[config.mk]
export PLATFORM = sky130hd
export DESIGN_NAME = fp_addsub_sched_flat
export DESIGN_NICKNAME = d
export VERILOG_FILES = /design/src/rtl/fp_addsub_sched_if.sv /design/src/rtl/fp_addsub_sched.sv /design/src/flat_wrapper.sv
export SDC_FILE = /design/constraint.sdc
export NUM_CORES = 1
export LEC_CHECK = 0
export CORE_ASPECT_RATIO = 1.1
export CORE_MARGIN = 5
export CORE_UTILIZATION = 40
export CTS_CLUSTER_SIZE = 20
export DETAILED_ROUTE_END_ITERATION = 10
export PLACE_DENSITY = 0.76
export SLEW_MARGIN = 20
export SYNTH_ARGS = -nofsm -noshare
export SYNTH_HDL_FRONTEND = slang
export SYNTH_SLANG_ARGS = --single-unit
[constraint.sdc]
create_clock -name clk -period 3.9 [get_ports clk]
set_input_delay 0.975 -clock clk [delete_from_list [all_inputs] [get_ports clk]]
set_output_delay 0.975 -clock clk [all_outputs]
set_load 0.03 [all_outputs]
[src/rtl/fp_addsub_sched_if.sv]
// Bundle of the two requester channels, the shared pipeline issue/return path and the
// response channel of the FP add/sub scheduler.
interface fp_addsub_sched_if #(
    parameter int unsigned DST_W = 4
);
    logic             req0_valid;
    logic             req0_ready;
    logic [31:0]      req0_a;
    logic [31:0]      req0_b;
    logic             req0_op;
    logic [DST_W-1:0] req0_dst;

    logic             req1_valid;
    logic             req1_ready;
    logic [31:0]      req1_a;
    logic [31:0]      req1_b;
    logic             req1_op;
    logic [DST_W-1:0] req1_dst;

    logic             pipe_valid;
    logic [31:0]      pipe_a;
    logic [31:0]      pipe_b;
    logic             pipe_op;
    logic [DST_W-1:0] pipe_dst;
    logic [31:0]      pipe_res;

    logic             rsp0_valid;
    logic             rsp1_valid;
    logic [31:0]      rsp_data;
    logic [DST_W-1:0] rsp_dst;

    // Requesters plus the pipeline datapath sit on the master side.
    modport master (
        output req0_valid, req0_a, req0_b, req0_op, req0_dst,
        output req1_valid, req1_a, req1_b, req1_op, req1_dst,
        output pipe_res,
        input  req0_ready, req1_ready,
        input  pipe_valid, pipe_a, pipe_b, pipe_op, pipe_dst,
        input  rsp0_valid, rsp1_valid, rsp_data, rsp_dst
    );

    modport slave (
        input  req0_valid, req0_a, req0_b, req0_op, req0_dst,
        input  req1_valid, req1_a, req1_b, req1_op, req1_dst,
        input  pipe_res,
        output req0_ready, req1_ready,
        output pipe_valid, pipe_a, pipe_b, pipe_op, pipe_dst,
        output rsp0_valid, rsp1_valid, rsp_data, rsp_dst
    );
endinterface

[src/rtl/fp_addsub_sched.sv]
// Two-requester scheduler for a shared fixed-latency FP add/sub pipeline: round-robin
// arbitration, destination-register hazard guard, in-flight tracking and result routing.
module fp_addsub_sched #(
    parameter int unsigned LAT     = 3,
    parameter int unsigned DST_W   = 4,
    parameter int unsigned MAX_OUT = 4
) (
    input logic              clk,
    input logic              reset,
    fp_addsub_sched_if.slave bus_io
);
    localparam int unsigned CntW = $clog2(MAX_OUT + 1);
    localparam int unsigned NReg = 2 ** DST_W;

    typedef struct packed {
        logic             vld;
        logic             id;
        logic [DST_W-1:0] dst;
    } trk_t;

    trk_t [LAT:0]     trk_q, trk_d;
    logic [NReg-1:0]  busy_q, busy_d;
    logic [CntW-1:0]  out_q, out_d;
    logic             ptr_q;

    logic             pipe_valid_q;
    logic [31:0]      pipe_a_q, pipe_b_q;
    logic             pipe_op_q;
    logic [DST_W-1:0] pipe_dst_q;
    logic             rsp0_q, rsp1_q;
    logic [31:0]      rsp_data_q;
    logic [DST_W-1:0] rsp_dst_q;

    logic             elig0, elig1, gnt0, gnt1, gnt, retire;
    logic [DST_W-1:0] gnt_dst;
    trk_t             tail;

    // Eligibility uses pre-edge busy, so a retiring dst cannot be re-granted in its own
    // retire cycle.
    assign elig0 = bus_io.req0_valid & ~busy_q[bus_io.req0_dst] & (out_q < CntW'(MAX_OUT));
    assign elig1 = bus_io.req1_valid & ~busy_q[bus_io.req1_dst] & (out_q < CntW'(MAX_OUT));
    assign gnt0  = elig0 & (~elig1 | ~ptr_q);
    assign gnt1  = elig1 & (~elig0 | ptr_q);
    assign gnt   = gnt0 | gnt1;
    assign gnt_dst = gnt1 ? bus_io.req1_dst : bus_io.req0_dst;

    assign tail   = trk_q[LAT];
    assign retire = tail.vld;

    assign bus_io.req0_ready = gnt0;
    assign bus_io.req1_ready = gnt1;
    assign bus_io.pipe_valid = pipe_valid_q;
    assign bus_io.pipe_a     = pipe_a_q;
    assign bus_io.pipe_b     = pipe_b_q;
    assign bus_io.pipe_op    = pipe_op_q;
    assign bus_io.pipe_dst   = pipe_dst_q;
    assign bus_io.rsp0_valid = rsp0_q;
    assign bus_io.rsp1_valid = rsp1_q;
    assign bus_io.rsp_data   = rsp_data_q;
    assign bus_io.rsp_dst    = rsp_dst_q;

    always_comb begin
        trk_d[0] = '{vld: gnt, id: gnt1, dst: gnt_dst};
        for (int i = 1; i <= int'(LAT); i++) begin
            trk_d[i] = trk_q[i-1];
        end
    end

    // Clear on retire first, then set on grant, so a set always wins.
    always_comb begin
        busy_d = busy_q;
        if (retire) busy_d[tail.dst] = 1'b0;
        if (gnt)    busy_d[gnt_dst]  = 1'b1;
    end

    always_comb begin
        out_d = out_q;
        unique case ({gnt, retire})
            2'b10:   out_d = out_q + CntW'(1);
            2'b01:   out_d = out_q - CntW'(1);
            default: out_d = out_q;
        endcase
    end

    always_ff @(posedge clk) begin
        if (reset) begin
            trk_q        <= '0;
            busy_q       <= '0;
            out_q        <= '0;
            ptr_q        <= 1'b0;
            pipe_valid_q <= 1'b0;
            pipe_a_q     <= '0;
            pipe_b_q     <= '0;
            pipe_op_q    <= 1'b0;
            pipe_dst_q   <= '0;
            rsp0_q       <= 1'b0;
            rsp1_q       <= 1'b0;
            rsp_data_q   <= '0;
            rsp_dst_q    <= '0;
        end else begin
            trk_q        <= trk_d;
            busy_q       <= busy_d;
            out_q        <= out_d;
            pipe_valid_q <= gnt;
            if (gnt) begin
                ptr_q      <= gnt0;
                pipe_a_q   <= gnt1 ? bus_io.req1_a  : bus_io.req0_a;
                pipe_b_q   <= gnt1 ? bus_io.req1_b  : bus_io.req0_b;
                pipe_op_q  <= gnt1 ? bus_io.req1_op : bus_io.req0_op;
                pipe_dst_q <= gnt_dst;
            end
            rsp0_q <= retire & ~tail.id;
            rsp1_q <= retire & tail.id;
            if (retire) begin
                rsp_data_q <= bus_io.pipe_res;
                rsp_dst_q  <= tail.dst;
            end
        end
    end
endmodule

[src/flat_wrapper.sv]
// flat-port wrapper written by rule: the top's interface ports become plain ports
module fp_addsub_sched_flat 
#(
    parameter int unsigned LAT     = 3,
    parameter int unsigned DST_W   = 4,
    parameter int unsigned MAX_OUT = 4
)
  (clk, reset, bus_io_req0_valid, bus_io_req0_a, bus_io_req0_b, bus_io_req0_op, bus_io_req0_dst, bus_io_req1_valid, bus_io_req1_a, bus_io_req1_b, bus_io_req1_op, bus_io_req1_dst, bus_io_pipe_res, bus_io_req0_ready, bus_io_req1_ready, bus_io_pipe_valid, bus_io_pipe_a, bus_io_pipe_b, bus_io_pipe_op, bus_io_pipe_dst, bus_io_rsp0_valid, bus_io_rsp1_valid, bus_io_rsp_data, bus_io_rsp_dst);
  fp_addsub_sched_if #(.DST_W(DST_W)) bus_io_i ();
  input logic clk;
  input logic reset;
  input wire logic [$bits(bus_io_i.req0_valid)-1:0] bus_io_req0_valid;
  input wire logic [$bits(bus_io_i.req0_a)-1:0] bus_io_req0_a;
  input wire logic [$bits(bus_io_i.req0_b)-1:0] bus_io_req0_b;
  input wire logic [$bits(bus_io_i.req0_op)-1:0] bus_io_req0_op;
  input wire logic [$bits(bus_io_i.req0_dst)-1:0] bus_io_req0_dst;
  input wire logic [$bits(bus_io_i.req1_valid)-1:0] bus_io_req1_valid;
  input wire logic [$bits(bus_io_i.req1_a)-1:0] bus_io_req1_a;
  input wire logic [$bits(bus_io_i.req1_b)-1:0] bus_io_req1_b;
  input wire logic [$bits(bus_io_i.req1_op)-1:0] bus_io_req1_op;
  input wire logic [$bits(bus_io_i.req1_dst)-1:0] bus_io_req1_dst;
  input wire logic [$bits(bus_io_i.pipe_res)-1:0] bus_io_pipe_res;
  output wire logic [$bits(bus_io_i.req0_ready)-1:0] bus_io_req0_ready;
  output wire logic [$bits(bus_io_i.req1_ready)-1:0] bus_io_req1_ready;
  output wire logic [$bits(bus_io_i.pipe_valid)-1:0] bus_io_pipe_valid;
  output wire logic [$bits(bus_io_i.pipe_a)-1:0] bus_io_pipe_a;
  output wire logic [$bits(bus_io_i.pipe_b)-1:0] bus_io_pipe_b;
  output wire logic [$bits(bus_io_i.pipe_op)-1:0] bus_io_pipe_op;
  output wire logic [$bits(bus_io_i.pipe_dst)-1:0] bus_io_pipe_dst;
  output wire logic [$bits(bus_io_i.rsp0_valid)-1:0] bus_io_rsp0_valid;
  output wire logic [$bits(bus_io_i.rsp1_valid)-1:0] bus_io_rsp1_valid;
  output wire logic [$bits(bus_io_i.rsp_data)-1:0] bus_io_rsp_data;
  output wire logic [$bits(bus_io_i.rsp_dst)-1:0] bus_io_rsp_dst;
  assign bus_io_i.req0_valid = bus_io_req0_valid;
  assign bus_io_i.req0_a = bus_io_req0_a;
  assign bus_io_i.req0_b = bus_io_req0_b;
  assign bus_io_i.req0_op = bus_io_req0_op;
  assign bus_io_i.req0_dst = bus_io_req0_dst;
  assign bus_io_i.req1_valid = bus_io_req1_valid;
  assign bus_io_i.req1_a = bus_io_req1_a;
  assign bus_io_i.req1_b = bus_io_req1_b;
  assign bus_io_i.req1_op = bus_io_req1_op;
  assign bus_io_i.req1_dst = bus_io_req1_dst;
  assign bus_io_i.pipe_res = bus_io_pipe_res;
  assign bus_io_req0_ready = bus_io_i.req0_ready;
  assign bus_io_req1_ready = bus_io_i.req1_ready;
  assign bus_io_pipe_valid = bus_io_i.pipe_valid;
  assign bus_io_pipe_a = bus_io_i.pipe_a;
  assign bus_io_pipe_b = bus_io_i.pipe_b;
  assign bus_io_pipe_op = bus_io_i.pipe_op;
  assign bus_io_pipe_dst = bus_io_i.pipe_dst;
  assign bus_io_rsp0_valid = bus_io_i.rsp0_valid;
  assign bus_io_rsp1_valid = bus_io_i.rsp1_valid;
  assign bus_io_rsp_data = bus_io_i.rsp_data;
  assign bus_io_rsp_dst = bus_io_i.rsp_dst;
  fp_addsub_sched #(.LAT(LAT), .DST_W(DST_W), .MAX_OUT(MAX_OUT)) u_core (.clk(clk), .reset(reset), .bus_io(bus_io_i));
endmodule
== Word-level counts from Yosys, hierarchy flattened ==
Cells that the tools add are included.
Widths: inputs -> output; s select.
Storage, ports and cells
  flip-flop bits (word level): 151
  output and inout bits: 110
  logic and storage cells: 72
Operators by class
  add/sub/neg operators: 2
  order comparisons: 7
  equal/unequal tests: 2
  mux-type cells: 15
  bitwise operators: 20
  reductions and logical operators: 3
Operators by type and width (count)
  $mux 32: 2
  $mux 16: 2
  $lt 4x5->1 const B: 4
  $and 16x16->16: 1
  $not 16->16: 1
  $or 16x16->16: 1
  $and 1x1->1: 8
  $bmux 1 s4: 2
  $demux 1 s4: 2
  $ge 4x1->1 const B: 2
  $not 1->1: 6
  $pmux 3 s2: 1
  $mux 1: 5
  $mux 4: 1
  $add 3x1->3 const B: 1
  $lt 3x3->1 const B: 1
  $or 1x1->1: 3
  $sub 3x1->3 const B: 1
  $eq 2x1->1 const B: 1
  $eq 2x2->1 const B: 1
  $logic_and 1x1->1: 2
  $reduce_bool 2->1: 1

== Logic depth before layout (Yosys ltp) ==
Gate-level depths: netlist of the first run.
  depth after elaboration: 15
  depth in mapped cells: 16

== Worst setup path after synthesis of the first run ==
No wires, ideal clock.
  kind: input port to output port
  start point: in bus_io_req0_dst[0]
  end point: out bus_io_req0_ready
  arrival: 3.167 ns
  slack: -0.242 ns
  cell stages on the path: 7
  path buffers: 2
  cells stage by stage: clkbuf_1 > mux2i_1 > o32ai_1 > or3_1 > a21oi_2 > clkbuf_1 > a21boi_0
On the way
  longest elaborated chain between the ends: 6
RTL lines
  start: declaration: RTL line flat_wrapper.sv:16  | input wire logic [$bits(bus_io_i.req0_dst)-1:0] bus_io_req0_dst;
  $bmux 1 s4: RTL line fp_addsub_sched.sv:40  | assign elig0 = bus_io.req0_valid & ~busy_q[bus_io.req0_dst] & (out_q < CntW'(MAX_OUT));
  $mux 1 (not written as such): RTL line fp_addsub_sched.sv:40
  $not 1->1: RTL line fp_addsub_sched.sv:40
  $and 1x1->1 (2 in a row): RTL line fp_addsub_sched.sv:40
  $and 1x1->1: RTL line fp_addsub_sched.sv:42  | assign gnt0 = elig0 & (~elig1 | ~ptr_q);
  end: declaration: RTL line flat_wrapper.sv:23  | output wire logic [$bits(bus_io_i.req0_ready)-1:0] bus_io_req0_ready;
No other way between the ends. The select of a mux whose other input is x is not followed.

== Worst setup path in the final report of the first run ==
  start point: in bus_io_req1_dst[0]
  end point: out bus_io_req1_ready
On the way
  longest elaborated chain between the ends: 6
RTL lines
  start: declaration: RTL line flat_wrapper.sv:21  | input wire logic [$bits(bus_io_i.req1_dst)-1:0] bus_io_req1_dst;
  $bmux 1 s4: RTL line fp_addsub_sched.sv:41  | assign elig1 = bus_io.req1_valid & ~busy_q[bus_io.req1_dst] & (out_q < CntW'(MAX_OUT));
  $mux 1 (not written as such): RTL line fp_addsub_sched.sv:41
  $not 1->1: RTL line fp_addsub_sched.sv:41
  $and 1x1->1 (2 in a row): RTL line fp_addsub_sched.sv:41
  $and 1x1->1: RTL line fp_addsub_sched.sv:43  | assign gnt1 = elig1 & (~elig0 | ptr_q);
  end: declaration: RTL line flat_wrapper.sv:24  | output wire logic [$bits(bus_io_i.req1_ready)-1:0] bus_io_req1_ready;
No other way between the ends. The select of a mux whose other input is x is not followed.

==> flow_summary.toml, run 1 <==
[floorplan]
die_h_um = 146
dieArea_um2 = 19500
num_rows = 49
start_util_pct = 40.9
die_w_um = 134
core_um2 = 16400
ios = 284

[logic_synthesis]
synth-main-ff-cell = "dfxtp_1"
synth_warnings = 0
seq_area_frac_synth_pct = 45.0
syn_inst = 687
synth_edf_count = 0
synth_cell_types = 46
synth_nets = 863
ys_seq_elements = 151
synth_area_um2 = 6720
async_flop_share_pct = 0
syn_area_per_cell_um2 = 9.78

[clock_network]
cts.clk_slew.worst_paths_ps = 60
clkSinkCount = 151
cts_made_buffers = 17
cts_tree = "built"
cts_root_buf = "clkbuf_16"
clkLatencyLatePin_ps = 410
cts_hold_buffers = 0
cts_buffer_depth = 2
htree_levels = 4

[timing]
finalHoldViolCount = 0
setup_viol = 0
fmax_mhz = 263
worstMarginPinSlew_ps = 754
min_period_ps = 3810
finalMaxSlewViolations = 0
relSlewSlack_pct = 49.7
holdWs_ps = 412
rsz0062_at_grt = "no"
clock_skew_ps = 8.24
timing.final.ws_setup_ps = 92.0
fin_crit_sh_pct = 97.6

[detailed_routing]
viasPerCell = 5.21
first_iter_violations = 451
drc = 0
wirelength_mm = 21.8
drtAntennaViolNets = 0
vias = 6106
dr.pass1.iters = 5
wl_per_cell_um = 18.6

[place]
dp_hpwl_mm = 16.1
port_buffers = 283
pre_cts_slack_ps = -50.9
dpl_cell_area_um2 = 9720
place_congestion = 0.906
placedCellCount = 1139

[global_routing]
grt.total_usage_pct = 21.4
antenna_found_initial = 1
overflow = 0
grt_pass1_wl_mm = 33.0
grt_pass1_vias = 5870
grt_max_degree = 94

[power_and_ir_drop]
power_density_nw_per_um2 = 434
power.total_mw = 4.48
leakage_nw = 4.15
vdd_drop_max_mv = 0.317

[worst_setup_path]
slowest_stage = "clkdlybuf4s50_1"
cpPeakStageDelay_ps = 500
r2r_slack_ps = 1220
cp.arrival_ps = 2830
crit_family = "buffers and inverters"
end_kind = "output pin"
required_ps = 2920
path_class = "in -> out"
crit_buf_inv = 4
cp_cell_sequence = "clkdlybuf4s50_1 -> nand2b_1 -> a2bb2oi_1 -> a2111oi_4 -> buf_4 -> o211ai_4 -> inv_1 -> buf_4"
crit_fanout = 5
path_common_cell = "buf_4"
start_kind = "input port"

[final_layout]
fin_nets = 1132
area_delta_synth_final_pct = 53.6
final_cell_area_um2 = 10300
antenna_cells = 0
fillers = 1421
drive_gt1_share_pct = 8.26
layout.cells.non_filler = 1172

[job]
cap_violations = 0

[status]
outcome = "completed"

[hold_path]
hp-class = "reg -> reg"
==> power breakdown <==
part | internal [mW] | leakage (nW) | total (mW) | switching [mW]
Sequential | 1.67 | 1.24 | 1.73 | 0.0695
Combinational | 0.536 | 2.63 | 1.14 | 0.603
Clock | 0.976 | 0.280 | 1.61 | 0.633
Total | 3.18 | 4.15 | 4.48 | 1.31
==> layer usage <==
metal	part of all wire (%)	vias up	wire length [um]	GRT usage [%]
li1	-	3033	-	-
met1	40	2844	8670	25.3
met2	52	195	11300	37.8
met3	6.3	32	1380	6.15
met4	2.0	2	428	6.07
met5	0.051	-	11	0
==> synthesized netlist by cell type, types with 2 or more instances <==
cell type | count | area (um^2)
nor3_1 | 81 | 405
xor2_1 | 2 | 17.5
a211oi_1 | 69 | 518
nand2_1 | 8 | 30.0
o31ai_1 | 4 | 30.0
a2bb2oi_1 | 2 | 17.5
buf_6 | 2 | 22.5
mux2i_1 | 131 | 1310
a2111oi_4 | 2 | 55.1
o22a_1 | 2 | 17.5
nand2b_1 | 11 | 68.8
o32ai_1 | 2 | 17.5
mux2_2 | 3 | 33.8
nor4_1 | 2 | 12.5
mux2_1 | 2 | 22.5
nand3b_1 | 2 | 15.0
clkbuf_1 | 31 | 116
buf_1 | 2 | 7.51
buf_12 | 2 | 40.0
nand3_1 | 2 | 10.0
nor2_1 | 66 | 248
dfxtp_1 | 151 | 3020
o22ai_1 | 16 | 100
nor2b_1 | 19 | 119
or3_1 | 4 | 25.0
buf_4 | 8 | 60.1
buf_2 | 21 | 105
inv_1 | 9 | 33.8
a21oi_1 | 2 | 10.0
o21ai_0 | 13 | 65.1
==> cell usage in the layout, fill, tap and decap left out, drive strengths merged, types with 6 or more instances in the layout <==
master and count:
a211oi 69, mux2 6, buf 37, nor2b 19, clkdlybuf4s50 277, nand2b 11
o21ai 13, o22ai 16, dfxtp 151, nor2 66, mux2i 131, inv 11
nand2 8, clkbuf 21, nor3 81
==> kinds of logic after synthesis <==
family                     after synthesis  synth area share, %
muxes                                  137                 20.6
and+or+nand+nor                        200                 14.4
AOI/OAI and AO/OA                      119                 13.3
xor gates and xnor gates                 2                0.261
buffers and inverters                   76                 5.96
DFF                                    151                 45.0
adders and majority gates                2                0.484
==> final timing paths <==
check	start	to	depth (start not counted)
max	bus_io_req1_dst[0]	bus_io_req1_ready	8
min	u_core.tail[4]	u_core.bus_io.rsp0_valid	1
max reg2reg	u_core.out_q[2]	u_core.bus_io.pipe_dst[2]	8
min reg2reg	u_core.tail[4]	u_core.bus_io.rsp0_valid	1
==> state kept, by name (all words and copies together), names as in the netlist <==
| signal | count |
|---|---|
| u_core.bus_io.pipe_a | 32 |
| u_core.bus_io.pipe_b | 32 |
| u_core.bus_io.rsp_data | 32 |
| u_core.trk_d | 18 |
| u_core.busy_q | 16 |
| u_core.tail | 5 |
| u_core.bus_io.pipe_dst | 4 |
| u_core.bus_io.rsp_dst | 4 |
| u_core.out_q | 3 |
| u_core.bus_io.pipe_op | 1 |
| u_core.bus_io.rsp0_valid | 1 |
| u_core.bus_io.rsp1_valid | 1 |
| u_core.ptr_q | 1 |
| u_core.retire | 1 |
==> cell type report <==
class                   instances  area (um^2)  share of cell area [%]
multi-input cells             460         3320                    32.2
repair buffers                317         3110                    30.1
flip-flops and latches        151         3020                    29.3
clock buffers                  21          460                    4.46
well taps                     204          255                    2.47
clock inverters                10          120                    1.16
inverters                       9         33.8                   0.327
==> per-stage QoR <==
| stage | util, % | TNS [ps] |
|---|---|---|
| finish | 62.8 | 0 |
| floorplan | - | 0 |
| global route | 62.8 | 0 |
| detailed placement | 59.2 | -545 |
| CTS | 62.8 | 0 |
| global placement | 59.2 | -81.7 |
==> repair_timing <==
action	CTS	global route
endpoints found under the hold margin	0	0
endpoints found under the setup margin	2	1
buffers inserted	2	0
pin swaps	3	1
gates resized for setup	6	0
No activity file was read; power rests on OpenSTA's default activity.
==> inputs of run 2 (changes only) <==
--- a/config.mk
+++ b/config.mk
@@ -5,11 +5,11 @@
 export SDC_FILE = /design/constraint.sdc
 export NUM_CORES = 1
 export LEC_CHECK = 0
-export CORE_ASPECT_RATIO = 1.1
 export CORE_MARGIN = 5
 export CORE_UTILIZATION = 40
 export CTS_CLUSTER_SIZE = 20
 export DETAILED_ROUTE_END_ITERATION = 10
+export HOLD_SLACK_MARGIN = 0.15
 export PLACE_DENSITY = 0.76
 export SLEW_MARGIN = 20
 export SYNTH_ARGS = -nofsm -noshare
==> run 2 against run 1 <==
Net effect: register-to-register slack hardly changed; critical path type unchanged; wire length down 1.8%; largest power group unchanged; first-iteration DRC count is 12% lower; worst setup slack better by 27 ps.
==> flow_summary.toml, run 2 (synthesis gave the netlist of run 1 again) <==
[status]
outcome = "completed"

[final_layout]
final_cell_mix = "277 x clkdlybuf4s50_1, 150 x dfxtp_1, 131 x mux2i_1"
fillers = 1407
finish.utilization_pct = 62.8
area_delta_synth_final_pct = 54.5
antenna_cells = 0
layout.cells.non_filler = 1189
layout_commonest_cell = "clkdlybuf4s50_1"
drive_gt1_share_pct = 8.26
fin_nets = 1133

[timing]
clock_skew_ps = 9.16
worstMarginPinSlew_ps = 783
rsz0062_at_grt = "no"
fmax_mhz = 264
min_period_ps = 3780
finalHoldViolCount = 0
relSlewSlack_pct = 47.8
setup_viol = 0
finalMaxSlewViolations = 0
fin_crit_sh_pct = 97.0
holdWs_ps = 434

[power_and_ir_drop]
vdd_drop_max_mv = 0.329
leakage_nw = 4.17
power.total_mw = 4.47
power_density_nw_per_um2 = 430

[worst_setup_path]
slowest_stage = "clkdlybuf4s50_1"
cp_cell_sequence = "clkdlybuf4s50_1 -> nand2_1 -> o22a_1 -> a2111oi_4 -> buf_4 -> o211ai_4 -> inv_1 -> buf_6"
crit_family = "buffers and inverters"
r2r_cells = 13
crit_buf_inv = 4
crit_fanout = 5
start_kind = "input port"
cpPeakStageDelay_ps = 540
cp.depth = 8
required_ps = 2920
cp.arrival_ps = 2810
end_kind = "output pin"
path_class = "in -> out"

[detailed_routing]
first_iter_violations = 399
dr.pass1.iters = 5
viasPerCell = 5.12
drc = 0
vias = 6087
drtAntennaViolNets = 0
wl_per_cell_um = 18.0
wirelength_mm = 21.4

[global_routing]
grt_use_met2_pct = 35.5
met1_usage_pct = 25.8
grt_pass1_vias = 6089
overflow = 0
antenna_found_initial = 0
grt_pass1_wl_mm = 33.2
grt_use_met3_pct = 6.17
grt-busiest-layer = "met2"
grt.total_usage_pct = 21.1
grt_max_degree = 70

[place]
place_congestion = 0.950
port_buffers = 283
dp_hpwl_mm = 15.8
placedCellCount = 1155

[clock_network]
cts_made_buffers = 17
cts_root_buf = "clkbuf_16"
cts_buffer_depth = 2
clkSinkCount = 151
htree_levels = 4
clkLatencyLatePin_ps = 420
cts_tree = "built"
cts_hold_buffers = 0
cts.clk_slew.worst_paths_ps = 60

[floorplan]
dieArea_um2 = 19500
core_um2 = 16500
die_h_um = 140
ios = 284
num_rows = 47
start_util_pct = 40.7
die_w_um = 140

[hold_path]
hp-class = "reg -> reg"
hold_depth = 1

[job]
cap_violations = 0
## run 2: metrics by stage
stage | setup TNS [ps] | instance area [um^2] | setup WS [ps]
2_1_floorplan | 0 | 6720 | 132
3_3_place_gp | -82.3 | 9780 | -65.4
3_5_place_dp | -109 | 9780 | -71.9
4_1_cts | 0 | 10400 | 1.19
5_1_grt | 0 | 10400 | 32.5
6_report | 0 | 10400 | 119
## run 2: final timing paths
| path | start | to | slack [ps] |
|---|---|---|---|
| max | bus_io_req1_dst[2] | bus_io_req1_ready | 120 |
| min | u_core.trk_d[21] | u_core.tail[3] | 430 |
| max reg2reg | u_core.busy_q[11] | u_core.out_q[2] | 1220 |
| min reg2reg | u_core.trk_d[21] | u_core.tail[3] | 430 |
## run 2: cell type report
| type | instances | area [um^2] | area share (%) |
|---|---|---|---|
| Multi-Input combinational cell | 460 | 3320 | 32.0 |
| Clock inverter | 10 | 123 | 1.18 |
| Inverter | 9 | 33.8 | 0.325 |
| Clock buffer | 21 | 450 | 4.34 |
| Timing Repair Buffer | 318 | 3150 | 30.4 |
| Sequential cell | 151 | 3020 | 29.1 |
| Tap cell | 220 | 275 | 2.65 |
## run 2: per-layer routing
layer	vias up	routed length [um]
met5	-	0
li1	3037	-
met3	35	1530
met1	2815	8580
met4	0	490
met2	200	10800
## run 2: where the power goes
part / switching (mW) / internal (mW) / leakage (nW)
Sequential: 0.0695 / 1.66 / 1.24
Clock: 0.636 / 0.959 / 0.270
Combinational: 0.596 / 0.541 / 2.66
## run 2: what timing repair did
action	in CTS	in global routing
endpoints found under the setup margin	2	2
resized for setup	4	1
setup buffers	3	0
pin swaps	2	0
==> inputs of run 3 (changes only) <==
--- a/config.mk
+++ b/config.mk
@@ -6,11 +6,12 @@
 export NUM_CORES = 1
 export LEC_CHECK = 0
 export CORE_MARGIN = 5
-export CORE_UTILIZATION = 40
+export CORE_UTILIZATION = 39
 export CTS_CLUSTER_SIZE = 20
 export DETAILED_ROUTE_END_ITERATION = 10
 export HOLD_SLACK_MARGIN = 0.15
-export PLACE_DENSITY = 0.76
+export PLACE_DENSITY = 0.77
+export SKIP_CTS_REPAIR_TIMING = 1
 export SLEW_MARGIN = 20
 export SYNTH_ARGS = -nofsm -noshare
 export SYNTH_HDL_FRONTEND = slang
==> constraint.sdc (replaced) <==
create_clock -name clk -period 3.2 [get_ports clk]
set_input_delay 0.8 -clock clk [delete_from_list [all_inputs] [get_ports clk]]
set_output_delay 0.8 -clock clk [all_outputs]
set_load 0.03 [all_outputs]
==> run 3 against run 2 <==
Net effect: total power increased by 22%; cell area increased by 1.2%; clock-buffer cell count decreased by 2; core utilization decreased by 1.5 points; clock power increased by 20%; combinational power increased by 24%; worst setup slack got worse by 130 ps; clock skew increased by 2.3 ps; critical path type unchanged; critical path depth increased by 1; sequential share of layout area decreased by 0.33 points; sequential cell count unchanged; the flow now finishes with violations (setup timing); largest cell class unchanged.
==> flow_summary.toml, run 3 (synthesis gave the netlist of run 1 again) <==
[timing]
fmax_mhz = 311
fin_crit_sh_pct = 100
min_period_ps = 3210
rsz0062_at_grt = "yes"
clock_skew_ps = 11.4
finalHoldViolCount = 0
setup_viol = 2
setup-tns-final_ps = -16.9
worstMarginPinSlew_ps = 783
finalMaxSlewViolations = 0
relSlewSlack_pct = 47.8
timing.final.ws_setup_ps = -13.9

[worst_setup_path]
cp_cell_sequence = "buf_6 -> buf_12 -> mux2_4 -> o22a_1 -> a2111oi_4 -> buf_4 -> o211ai_4 -> clkinvlp_4 -> buf_6"
crit_buf_inv = 5
cpPeakStageDelay_ps = 370
timing.rr.end = "u_core.bus_io.pipe_a[29]"
end_kind = "output pin"
path_common_cell = "buf_6"
r2r-start = "u_core.busy_q[15]"
r2r_cells = 10
start_kind = "input port"
crit_fanout = 8
path_class = "in -> out"
required_ps = 2400
slowest_stage = "a2111oi_4"
r2r_slack_ps = 600
cp.arrival_ps = 2410
crit_family = "compound AO/OA/AOI/OAI gates"

[clock_network]
cts_buffer_depth = 2
cts.clk_slew.worst_paths_ps = 70
htree_levels = 4
clkLatencyLatePin_ps = 420
clkSinkCount = 151
cts_root_buf = "clkbuf_16"
cts_made_buffers = 17
cts_tree = "built"

[detailed_routing]
wirelength_mm = 22.4
dr.pass1.iters = 5
viasPerCell = 5.13
drtAntennaViolNets = 0
first_iter_violations = 500
wl_per_cell_um = 18.6
vias = 6176
drc = 0

[place]
port_buffers = 283
dp_hpwl_mm = 16.2
dpl_cell_area_um2 = 9900
pre_cts_slack_ps = -450
placedCellCount = 1169
place_congestion = 0.912

[final_layout]
area_delta_synth_final_pct = 56.2
layout_commonest_cell = "clkdlybuf4s50_1"
drive_gt1_share_pct = 10.5
fin_nets = 1142
layout.cells.non_filler = 1205
final_cell_area_um2 = 10500
final_cell_mix = "274 x clkdlybuf4s50_1, 150 x dfxtp_1, 131 x mux2i_1"

[floorplan]
die_w_um = 141
ios = 284
core_um2 = 17100
dieArea_um2 = 20000
die_h_um = 141
num_rows = 48
start_util_pct = 39.3

[status]
outcome = "finished with violations"
violations = "setup timing"

[job]
cap_violations = 0

[global_routing]
overflow = 0
grt.total_usage_pct = 21.2
grt_pass1_vias = 6091
grt_max_degree = 71
antenna_found_initial = 1
grt_pass1_wl_mm = 33.4

[power_and_ir_drop]
vdd_drop_max_mv = 0.368
power_density_nw_per_um2 = 517
leakage_nw = 4.25

[hold_path]
min_to = "u_core.bus_io.rsp0_valid"
hp-class = "reg -> reg"
hold_start = "u_core.tail[4]"
hold_depth = 1
run 3: changes by cell type in the layout (fill, tap and decap cells not counted), moves of 3 or more:
| cell | previous run | this run |
|---|---|---|
| clkdlybuf4s50_1 | 277 | 274 |
| dlymetal6s2s_1 | 1 | 4 |
| inv_8 | 0 | 3 |
| buf_4 | 32 | 41 |
run 3: worst register-to-register path, delay by kind of cell (launching register included):
family / cells / cell delay (ps)
compound gates: 4 / 960
buf+inv: 4 / 760
mux: 2 / 450
flops: 1 / 350
run 3: per-layer routing:
layer  share of wire (%)  track usage, %  up-vias
li1                    -               -     3053
met1                  42            27.0     2902
met2                  50            35.7      192
met3                 6.1            5.16       29
met4                 1.8            6.27        0
met5                   0               0        -
run 3: per-stage QoR:
stage | hold slack [ps] | power, mW | util, %
6_report | 412 | 5.43 | 61.3
2_1_floorplan | 390 | 2.95 | -
3_3_place_gp | 400 | 3.55 | 57.8
4_1_cts | 418 | 5.47 | 61.1
5_1_grt | 454 | 5.66 | 61.3
3_5_place_dp | 407 | 3.56 | 57.8
run 3: final cells by class:
cell class,instances,area (um^2)
fill,1501,6620
multi-input combinational,460,3370
timing repair buffer,327,3230
sequential,151,3020
clock buffer,19,443
tap,225,282
clock inverter,13,116
inverter,9,37.5
antenna,1,2.50
run 3: how the worst max path moves through the flow:
stage / startpoint / endpoint / depth (start not counted)
2_1_floorplan: bus_io_req1_dst[1] / bus_io_req1_ready / 9
3_3_place_gp: bus_io_req1_dst[1] / u_core.out_q[2] / 15
3_5_place_dp: bus_io_req1_dst[1] / u_core.out_q[2] / 15
4_1_cts: bus_io_req1_dst[1] / bus_io_req1_ready / 9
5_1_grt: bus_io_req1_dst[1] / bus_io_req1_ready / 9
6_report: bus_io_req1_dst[1] / bus_io_req1_ready / 9
run 3: power by group:
| group | switching [mW] | total (mW) | internal, mW |
|---|---|---|---|
| Sequential | 0.0857 | 2.11 | 2.03 |
| Clock | 0.866 | 1.91 | 1.04 |
| Combinational | 0.738 | 1.41 | 0.676 |
